==> config.mk <==
export PLATFORM = sky130hd
export DESIGN_NAME = audio_level_meter
export DESIGN_NICKNAME = d
export VERILOG_FILES = /design/src/rtl/audio_level_meter_pkg.sv /design/src/rtl/audio_level_meter_sat_abs.sv /design/src/rtl/audio_level_meter.sv
export SDC_FILE = /design/constraint.sdc
export NUM_CORES = 1
export LEC_CHECK = 0
export BUFFER_PORTS_ARGS = -buffer_cell sky130_fd_sc_hd__buf_2
export CORE_ASPECT_RATIO = 1.2
export CORE_UTILIZATION = 45
export DETAILED_ROUTE_END_ITERATION = 10
export RECOVER_POWER = 25
export SYNTH_ARGS = -nofsm -noshare
export SYNTH_HDL_FRONTEND = slang
export SYNTH_SLANG_ARGS = --single-unit
==> constraint.sdc <==
create_clock -name clk -period 7.9 [get_ports clk]
set_input_delay 1.185 -clock clk [delete_from_list [all_inputs] [get_ports clk]]
set_output_delay 1.185 -clock clk [all_outputs]
set_load 0.02 [all_outputs]
==> src/rtl/audio_level_meter_pkg.sv <==
// Shared types and helpers for the audio level meter.
package audio_meter_pkg;

  typedef enum logic [1:0] {
    MODE_RAW  = 2'd0,
    MODE_AVG  = 2'd1,
    MODE_PEAK = 2'd2
  } meter_mode_t;

  // Shift that maps LED segment index to its magnitude threshold.
  function automatic int led_shift(input int sample_w, input int led_log2);
    return sample_w - 1 - led_log2;
  endfunction

endpackage

==> src/rtl/audio_level_meter_sat_abs.sv <==
// Combinational saturated magnitude of a signed W-bit sample, W-1 bit result.
module sat_abs #(
  parameter int W = 16
) (
  input  logic [W-1:0] x,
  output logic [W-2:0] mag
);

  always_comb begin
    if (!x[W-1]) begin
      mag = x[W-2:0];
    end else if (x[W-2:0] == '0) begin
      // Most negative value has no positive twin; clamp to full scale.
      mag = '1;
    end else begin
      mag = ~x[W-2:0] + 1'b1;
    end
  end

endmodule

==> src/rtl/audio_level_meter.sv <==
// Multi-channel audio level meter: magnitude, channel max, raw/average/peak-hold
// level with decay, thermometer LED bar and held clip flag.
module audio_level_meter
  import audio_meter_pkg::*;
#(
  parameter int SAMPLE_W     = 16,
  parameter int CHANNELS     = 2,
  parameter int LED_LOG2     = 4,
  parameter int AVG_LOG2     = 8,
  parameter int HOLD_CYCLES  = 12500000,
  parameter int DECAY_PERIOD = 500000,
  parameter int DECAY_STEP   = 512,
  parameter int CLIP_THRESH  = 32000,
  parameter int CLIP_HOLD    = 25000000
) (
  input  logic                         clk,
  input  logic                         reset,
  input  logic                         sample_valid,
  input  logic [CHANNELS*SAMPLE_W-1:0] sample_data,
  input  logic [1:0]                   mode,
  input  logic                         peak_clear,
  output logic [(2**LED_LOG2)-1:0]     led_bar,
  output logic [SAMPLE_W-2:0]          level,
  output logic                         level_valid,
  output logic                         clip
);

  localparam int MAG_W    = SAMPLE_W - 1;
  localparam int NUM_LEDS = 2 ** LED_LOG2;
  localparam int SHIFT    = led_shift(SAMPLE_W, LED_LOG2);
  localparam int ACC_W    = MAG_W + AVG_LOG2;
  localparam int HOLD_W   = $clog2(HOLD_CYCLES + 1);
  localparam int DECAY_W  = $clog2(DECAY_PERIOD + 1);
  localparam int CLIP_W   = $clog2(CLIP_HOLD + 1);

  localparam logic [MAG_W-1:0]   CLIP_THRESH_V = MAG_W'(CLIP_THRESH);
  localparam logic [MAG_W-1:0]   DECAY_STEP_V  = MAG_W'(DECAY_STEP);
  localparam logic [HOLD_W-1:0]  HOLD_V        = HOLD_W'(HOLD_CYCLES);
  localparam logic [DECAY_W-1:0] DECAY_LAST_V  = DECAY_W'(DECAY_PERIOD - 1);
  localparam logic [CLIP_W-1:0]  CLIP_HOLD_V   = CLIP_W'(CLIP_HOLD);

  logic [MAG_W-1:0]    mag_comb [CHANNELS];
  logic [MAG_W-1:0]    mag_q    [CHANNELS];
  logic                s1_valid_q;
  logic [MAG_W-1:0]    combined;
  logic                clip_hit;

  logic [MAG_W-1:0]    combined_q;
  logic                s2_valid_q;
  logic [ACC_W-1:0]    acc_d, acc_q, acc_sum;
  logic [AVG_LOG2-1:0] avg_cnt_d, avg_cnt_q;
  logic [MAG_W-1:0]    avg_d, avg_q;
  logic                avg_done_d, avg_done_q;
  logic [MAG_W-1:0]    peak_d, peak_q;
  logic [HOLD_W-1:0]   hold_d, hold_q;
  logic [DECAY_W-1:0]  decay_d, decay_q;
  logic [CLIP_W-1:0]   clip_timer_d, clip_timer_q;
  logic                clip_d, clip_q;
  logic [MAG_W-1:0]    level_d, level_q;
  logic [NUM_LEDS-1:0] led_bar_d, led_bar_q;
  logic                level_valid_d, level_valid_q;

  genvar gi;

  generate
    for (gi = 0; gi < CHANNELS; gi++) begin : g_abs
      sat_abs #(.W(SAMPLE_W)) u_sat_abs (
        .x   (sample_data[gi*SAMPLE_W +: SAMPLE_W]),
        .mag (mag_comb[gi])
      );
    end
  endgenerate

  always_comb begin
    combined = mag_q[0];
    clip_hit = 1'b0;
    for (int c = 0; c < CHANNELS; c++) begin
      if (mag_q[c] > combined) combined = mag_q[c];
      if (mag_q[c] >= CLIP_THRESH_V) clip_hit = s1_valid_q;
    end
  end

  // Averager: sum a power-of-two window, truncating divide on the last value.
  always_comb begin
    acc_sum    = acc_q + ACC_W'(combined);
    acc_d      = acc_q;
    avg_cnt_d  = avg_cnt_q;
    avg_d      = avg_q;
    avg_done_d = 1'b0;
    if (s1_valid_q) begin
      avg_cnt_d = avg_cnt_q + 1'b1;
      if (avg_cnt_q == '1) begin
        avg_d      = MAG_W'(acc_sum >> AVG_LOG2);
        acc_d      = '0;
        avg_done_d = 1'b1;
      end else begin
        acc_d = acc_sum;
      end
    end
  end

  always_comb begin
    peak_d  = peak_q;
    hold_d  = hold_q;
    decay_d = decay_q;
    if (peak_clear && s1_valid_q) begin
      peak_d  = combined;
      hold_d  = HOLD_V;
      decay_d = '0;
    end else if (peak_clear) begin
      peak_d  = '0;
      hold_d  = '0;
      decay_d = '0;
    end else if (s1_valid_q && (combined > peak_q)) begin
      peak_d  = combined;
      hold_d  = HOLD_V;
      decay_d = '0;
    end else if (hold_q != '0) begin
      hold_d = hold_q - 1'b1;
    end else if (decay_q == DECAY_LAST_V) begin
      decay_d = '0;
      peak_d  = (peak_q > DECAY_STEP_V) ? (peak_q - DECAY_STEP_V) : '0;
    end else begin
      decay_d = decay_q + 1'b1;
    end
  end

  always_comb begin
    clip_timer_d = clip_timer_q;
    if (clip_hit) begin
      clip_timer_d = CLIP_HOLD_V;
    end else if (clip_timer_q != '0) begin
      clip_timer_d = clip_timer_q - 1'b1;
    end
    clip_d = clip_hit || (clip_timer_d != '0);
  end

  // Mode 3 falls through to raw.
  always_comb begin
    level_d       = combined_q;
    level_valid_d = s2_valid_q;
    case (mode)
      MODE_AVG: begin
        level_d       = avg_q;
        level_valid_d = avg_done_q;
      end
      MODE_PEAK: begin
        level_d       = peak_q;
        level_valid_d = s2_valid_q;
      end
      default: begin
        level_d       = combined_q;
        level_valid_d = s2_valid_q;
      end
    endcase
  end

  generate
    for (gi = 0; gi < NUM_LEDS; gi++) begin : g_led
      localparam logic [MAG_W-1:0] THR = MAG_W'(gi) << SHIFT;
      assign led_bar_d[gi] = (level_d > THR);
    end
  endgenerate

  always_ff @(posedge clk or posedge reset) begin
    if (reset) begin
      for (int c = 0; c < CHANNELS; c++) mag_q[c] <= '0;
      s1_valid_q    <= 1'b0;
      combined_q    <= '0;
      s2_valid_q    <= 1'b0;
      acc_q         <= '0;
      avg_cnt_q     <= '0;
      avg_q         <= '0;
      avg_done_q    <= 1'b0;
      peak_q        <= '0;
      hold_q        <= '0;
      decay_q       <= '0;
      clip_timer_q  <= '0;
      clip_q        <= 1'b0;
      level_q       <= '0;
      led_bar_q     <= '0;
      level_valid_q <= 1'b0;
    end else begin
      for (int c = 0; c < CHANNELS; c++) mag_q[c] <= mag_comb[c];
      s1_valid_q    <= sample_valid;
      combined_q    <= combined;
      s2_valid_q    <= s1_valid_q;
      acc_q         <= acc_d;
      avg_cnt_q     <= avg_cnt_d;
      avg_q         <= avg_d;
      avg_done_q    <= avg_done_d;
      peak_q        <= peak_d;
      hold_q        <= hold_d;
      decay_q       <= decay_d;
      clip_timer_q  <= clip_timer_d;
      clip_q        <= clip_d;
      level_q       <= level_d;
      led_bar_q     <= led_bar_d;
      level_valid_q <= level_valid_d;
    end
  end

  assign led_bar     = led_bar_q;
  assign level       = level_q;
  assign level_valid = level_valid_q;
  assign clip        = clip_q;

endmodule

* Yosys cells after proc, flatten, opt, wreduce, memory -nomap -nowiden
Index checks and enable logic that the tools add are counted.
** Word-level totals
- Flip-flop bits (word level) :: 210
- Input port bits :: 38
- Logic and storage cells :: 94
** Operators by class
- Add/subtract/negate cells :: 8
- $lt $le $gt $ge :: 21
- Eq/ne operators :: 5
- Multiplexer cells :: 29
- Bitwise gates (word level) :: 2
- Reduce and logical (&&, ||, !) cells :: 12
** Operators with widths (count)
- 15-bit two-way mux :: 11
- 15-bit > comparator (second input constant) :: 8
- 24-bit two-way mux :: 4
- 19-bit two-way mux :: 5
- 15-bit by 14-bit > comparator with 1-bit output (second input constant) :: 4
- 25-bit two-way mux :: 2
- 25-bit nonzero test :: 2
- 15-bit by 1-bit adder with 15-bit output (second input constant) :: 2
- 15-bit >= comparator (second input constant) :: 2
- 15-bit by 13-bit > comparator with 1-bit output (second input constant) :: 2
- 15-bit > comparator :: 2
- 15-bit zero test :: 2
- 15-bit NOT :: 2
- 15-bit one-hot mux with 2 select lines :: 1
- 25-bit by 1-bit subtractor with 25-bit output (second input constant) :: 1
- 24-bit nonzero test :: 1
- 24-bit by 1-bit subtractor with 24-bit output (second input constant) :: 1
- 23-bit by 15-bit adder with 23-bit output :: 1
- 23-bit two-way mux :: 1
- 19-bit by 1-bit adder with 19-bit output (second input constant) :: 1
- 19-bit == test (second input constant) :: 1
- 15-bit by 1-bit > comparator with 1-bit output (second input constant) :: 1
- 15-bit by 10-bit > comparator with 1-bit output (second input constant) :: 1
- 15-bit by 12-bit > comparator with 1-bit output (second input constant) :: 1
- other kinds (11) :: 18

* Longest topological paths before layout
- Depth in word-level cells :: 7
- Depth in mapped cells :: 20
- Mapped depth without buffers :: 19

* Hierarchy
A second synthesis with hierarchy kept.
** Second synthesis, totals
- Cells, all modules :: 1199
- Area total of the unflattened synthesis :: 11612.4 sq um
** By module, submodules not included
- audio_level_meter :: times used 1, cells each 1079, area each 10772.8 sq um, seq. area each 5255.0 sq um
- sat_abs at g_abs[1].u_sat_abs :: times used 1, cells each 60, area each 425.4 sq um, seq. area each 0.0 sq um
- sat_abs at g_abs[0].u_sat_abs :: times used 1, cells each 60, area each 414.1 sq um, seq. area each 0.0 sq um

* Least setup slack after synthesis
OpenSTA, ideal clock, no wires.
- Path type :: register -> register
- Start point :: register mag_q[1] (netlist name)
- End point :: register peak_q[14]
- Setup time :: 0.126 ns
- Arrival time :: 4.203 ns
- Required time :: 7.774 ns
- Slack :: 3.571 ns
- Stages on the path, launching flop included :: 18
- Buffers on the path :: 2
- Clock period less this slack :: 4.329 ns
- Cells stage by stage :: dfrtp_1 ha_1 nor2b_1 o21ai_0 a21oi_1 o31ai_1 a21oi_1 clkbuf_1 mux2_2 ha_1 nand4_1 o41ai_1 nor2_1 a211oi_2 and2_0 clkbuf_1 o21ai_0 a221o_1
** On the way
- Word-level cells in the longest chain between the ends :: 7
** RTL lines
- start, declared :: RTL line audio_level_meter.sv:43 : logic [MAG_W-1:0] mag_q [CHANNELS];
- 15-bit > comparator * :: RTL line audio_level_meter.sv:78 : if (mag_q[c] > combined) combined = mag_q[c];
- 15-bit two-way mux * :: RTL line audio_level_meter.sv:78
- net combined[12] :: RTL line audio_level_meter.sv:45 : logic [MAG_W-1:0] combined;
- 15-bit > comparator * :: RTL line audio_level_meter.sv:114 : end else if (s1_valid_q && (combined > peak_q)) begin
- 1-bit logical AND * :: RTL line audio_level_meter.sv:114
- 15-bit two-way mux :: RTL line audio_level_meter.sv:114
- 15-bit two-way mux :: RTL line audio_level_meter.sv:110 : end else if (peak_clear) begin
- 15-bit two-way mux :: RTL line audio_level_meter.sv:106 : if (peak_clear && s1_valid_q) begin
- end signal, assigned :: RTL line audio_level_meter.sv:192 : peak_q <= peak_d;
- end, declared :: RTL line audio_level_meter.sv:54 : logic [MAG_W-1:0] peak_d, peak_q;
The timed path passes the listed nets; every way through them passes the cells marked *.
A chain may end at the register's enable or synchronous reset.

==> results.sh <==
export IMPL_run_status="finished, violations left"
export IMPL_violations="capacitance limit, slew limit"
export IMPL_seq_power_share_pct=38.9
export IMPL_yosys_cell_count_top_type="dfrtp_1"
export IMPL_clock_insertion_delay_worst_skew_ns=0.52
export IMPL_design_die_area_um2=25300
export IMPL_synth_cell_type_count=71
export IMPL_critPathTopFamily="buffers and inverters"
export IMPL_cts_resized=0
export IMPL_worst_hold_path_type="reg -> reg"
export IMPL_combined_global_route_utilization_of_all_metal_layers_pct=20.8
export IMPL_synth_edff_count=0
export IMPL_slowest_delay_ns=3.54
export IMPL_cts_htree_levels=1
export IMPL_syn_cell_area_um2=11100
export IMPL_syn_nets=1252
export IMPL_min_period_ns=5.62
export IMPL_power_net_switching_w=0.00154
export IMPL_maximum_number_of_pins_on_one_net_before_global_route_repair=138
export IMPL_total_count_of_max_transition_violations_in_the_final_report=167
export IMPL_dr_first_iter_drc_count=421
export IMPL_ys_top_cells_by_area="dfrtp_1, ha_1, nand2_1"
export IMPL_rsz0062_at_grt="false"
export IMPL_holdWs_ns=0.467
export IMPL_cell_type_with_the_largest_total_area_after_synthesis="dfrtp_1"
export IMPL_ys_async_sr_fraction_pct=100
export IMPL_slew_headroom_pct=-241
export IMPL_clock_sink_count=210
export IMPL_area_growth_syn_to_layout_pct=12.6
export IMPL_grt_first_pass_wirelength_um=43200
export IMPL_dominantRegCellSynth="dfrtp_1"
export IMPL_number_of_placement_rows=62
export IMPL_critical_path_arrival_ns=6.13
export IMPL_first_pass_iters=5
export IMPL_cp_buffers_inverters=3
export IMPL_cts_inserted_buffers=23
export IMPL_type_of_the_setup_path_with_the_least_slack="in -> async"
export IMPL_num_antenna_cells=0
export IMPL_tightestPinTransition_ns=5.10
export IMPL_worst_clock_skew_ns=0.00846
export IMPL_cts_max_path_buffers=3
export IMPL_grt_antenna_before_repair=0
export IMPL_floorplan_die_height_um=174
export IMPL_maximum_capacitance_violations=2
export IMPL_leakagePower_nw=5.55
export IMPL_floorplan_core_area_um2=24000
export IMPL_initial_core_util_pct=46.1
export IMPL_required_ns=8.41
export IMPL_cts_clk_slew_worst_paths_ns=0.06
export IMPL_wire_per_inst_um=16.3
export IMPL_power_w=0.00410
export IMPL_route_detailed_vias_per_inst=5.44
export IMPL_crit_path_end_kind="asynchronous set/reset pin"
export IMPL_post_synth_top_area_fraction_pct=47.4
export IMPL_numPlacedInstances=1516
export IMPL_ir_worst_vdd_mv=0.145
export IMPL_synth_cells_most_frequent="dfrtp_1, nand2_1, nor2_1"
export IMPL_share_clk_of_total_power_pct=26.3
export IMPL_drcViolationCount=0
export IMPL_fin_nets=1315
export IMPL_aggregate_global_routing_overflow=0
export IMPL_crit_slowest_cell="inv_1"
export IMPL_global_route_usage_met2_pct=35.1
export IMPL_gr_usage_met3_pct=2.41
export IMPL_postSynthRegisterBits=210
export IMPL_combinationalPowerShare_pct=34.8
export IMPL_netlist_instances=1158
export IMPL_routed_wl_um=25500
export IMPL_timing_final_setup_violations=0
export IMPL_first_global_vias=8393
export IMPL_synth_warnings=0
export IMPL_worstSetupStartpointType="input pin"
export IMPL_syn_mean_instance_area_um2=9.57
export IMPL_cts_hold_repair_buffers=0
export IMPL_maxClockFrequency_mhz=178
export IMPL_root_buffer="clkbuf_16"
export IMPL_swShare_pct=37.5
export IMPL_grt_busiest_layer="met2"
export IMPL_layout_filler_cells=2241
export IMPL_total_setup_buffers_inserted_after_cts=0
export IMPL_worstPathCellList="buf_2 -> inv_1 -> buf_4"
export IMPL_detail_route_antenna_nets=0
export IMPL_fraction_of_the_cycle_the_final_worst_path_needs_pct=71.2
export IMPL_pin_count=71
export IMPL_hold_viol=0
export IMPL_post_route_cells_drive_above_1_share_pct=11.1
export IMPL_layoutNonFillerInstCount=1558
export IMPL_met1_usage_in_global_routing_pct=28.0
export IMPL_cp_max_fo=137
export IMPL_cellInternalPower_w=0.00256
export IMPL_synth_sequential_area_ratio_pct=47.4
export IMPL_power_per_cell_area_nw_per_um2=329
export IMPL_dieWidth_um=145
export IMPL_routability_congestion_estimate=0.858
export IMPL_num_vias=8475
export IMPL_port_buffers=70
export IMPL_detailed_place_hpwl_um=17700
export IMPL_tritoncts="yes"
export IMPL_fin_setup_tns_ns=0
stage by stage:
stage / util, % / setup slack (ns) / cell area [µm²]
after floorplan: - / 0.977 / 11100
after global routing: 51.9 / 1.16 / 12500
after detailed placement: 48.8 / 2.47 / 11700
final: 51.9 / 2.28 / 12500
after global placement: 48.8 / 2.60 / 11700
after CTS: 51.9 / 2.38 / 12500
logic make-up (layout without fill, tap and decap cells):
family | after synthesis | count (layout) | share of synthesized area (%)
and+or+nand+nor | 437 | 437 | 19.2
AOI/OAI and AO/OA | 250 | 250 | 14.7
DFF | 210 | 210 | 47.4
xor gates and xnor gates | 99 | 99 | 7.83
buffers and inverters | 96 | 176 | 3.43
adders and majority gates | 56 | 56 | 6.39
muxes | 10 | 10 | 0.982
power by group through the flow:
stage | sequential, W | combinational (W) | clock (W)
after floorplan | 0.00158 | 0.00107 | 0
after global placement | 0.00161 | 0.00140 | 0
after detailed placement | 0.00161 | 0.00143 | 0
after CTS | 0.00160 | 0.00144 | 0.00111
after global routing | 0.00163 | 0.00162 | 0.00115
final | 0.00160 | 0.00142 | 0.00108
registers in the layout, summed over array words and instances, names as in the netlist, 16 cells and up:
name,flops
hold_q,24
decay_q,19
mag_q,30
acc_q,23
led_bar,16
clip_timer_q,25
cell usage in the layout, fill, tap and decap left out, types with 11 or more instances in the layout:
cell	count
xnor2_1	53
o21ai_0	84
ha_1	55
nand4_1	15
o31ai_1	14
dfrtp_1	210
nand2_1	139
nand3_1	33
or3_1	19
a22oi_1	15
buf_2	70
clkbuf_16	23
a22o_1	14
o2bb2ai_1	11
nor3_1	26
inv_1	55
nor4_1	20
nor2_1	118
a21oi_1	39
xor2_1	46
cell type report:
class	instances	area (µm²)	share of cell area (%)
clock buffers	29	628	5.03
clock inverters	13	131	1.05
inverters	56	210	1.68
multi-input cells	852	5450	43.6
flip-flops and latches	210	5260	42.1
well taps	320	400	3.21
repair buffers	78	407	3.26
final timing paths:
kind                                endpoint  cells after the start  slack, ns    startpoint
worst max-delay path                avg_q[3]                      3       2.28         reset
worst min-delay path            avg_cnt_q[5]                      1       0.47  avg_cnt_q[5]
worst max register to register     peak_q[2]                     16       2.42      mag_q[1]
worst min register to register  avg_cnt_q[5]                      1       0.47  avg_cnt_q[5]
max in group clk                   peak_q[2]                     16       2.42      mag_q[1]
min in group asynchronous         hold_q[13]                      2       2.66         reset
routing by layer:
| layer | up-vias | share of wire (%) |
|---|---|---|
| met4 | 0 | 3.0 |
| met1 | 4054 | 47 |
| met2 | 152 | 47 |
| li1 | 4221 | - |
| met3 | 48 | 3.0 |
| met5 | - | 0 |
(Power assumes the default switching activity.)
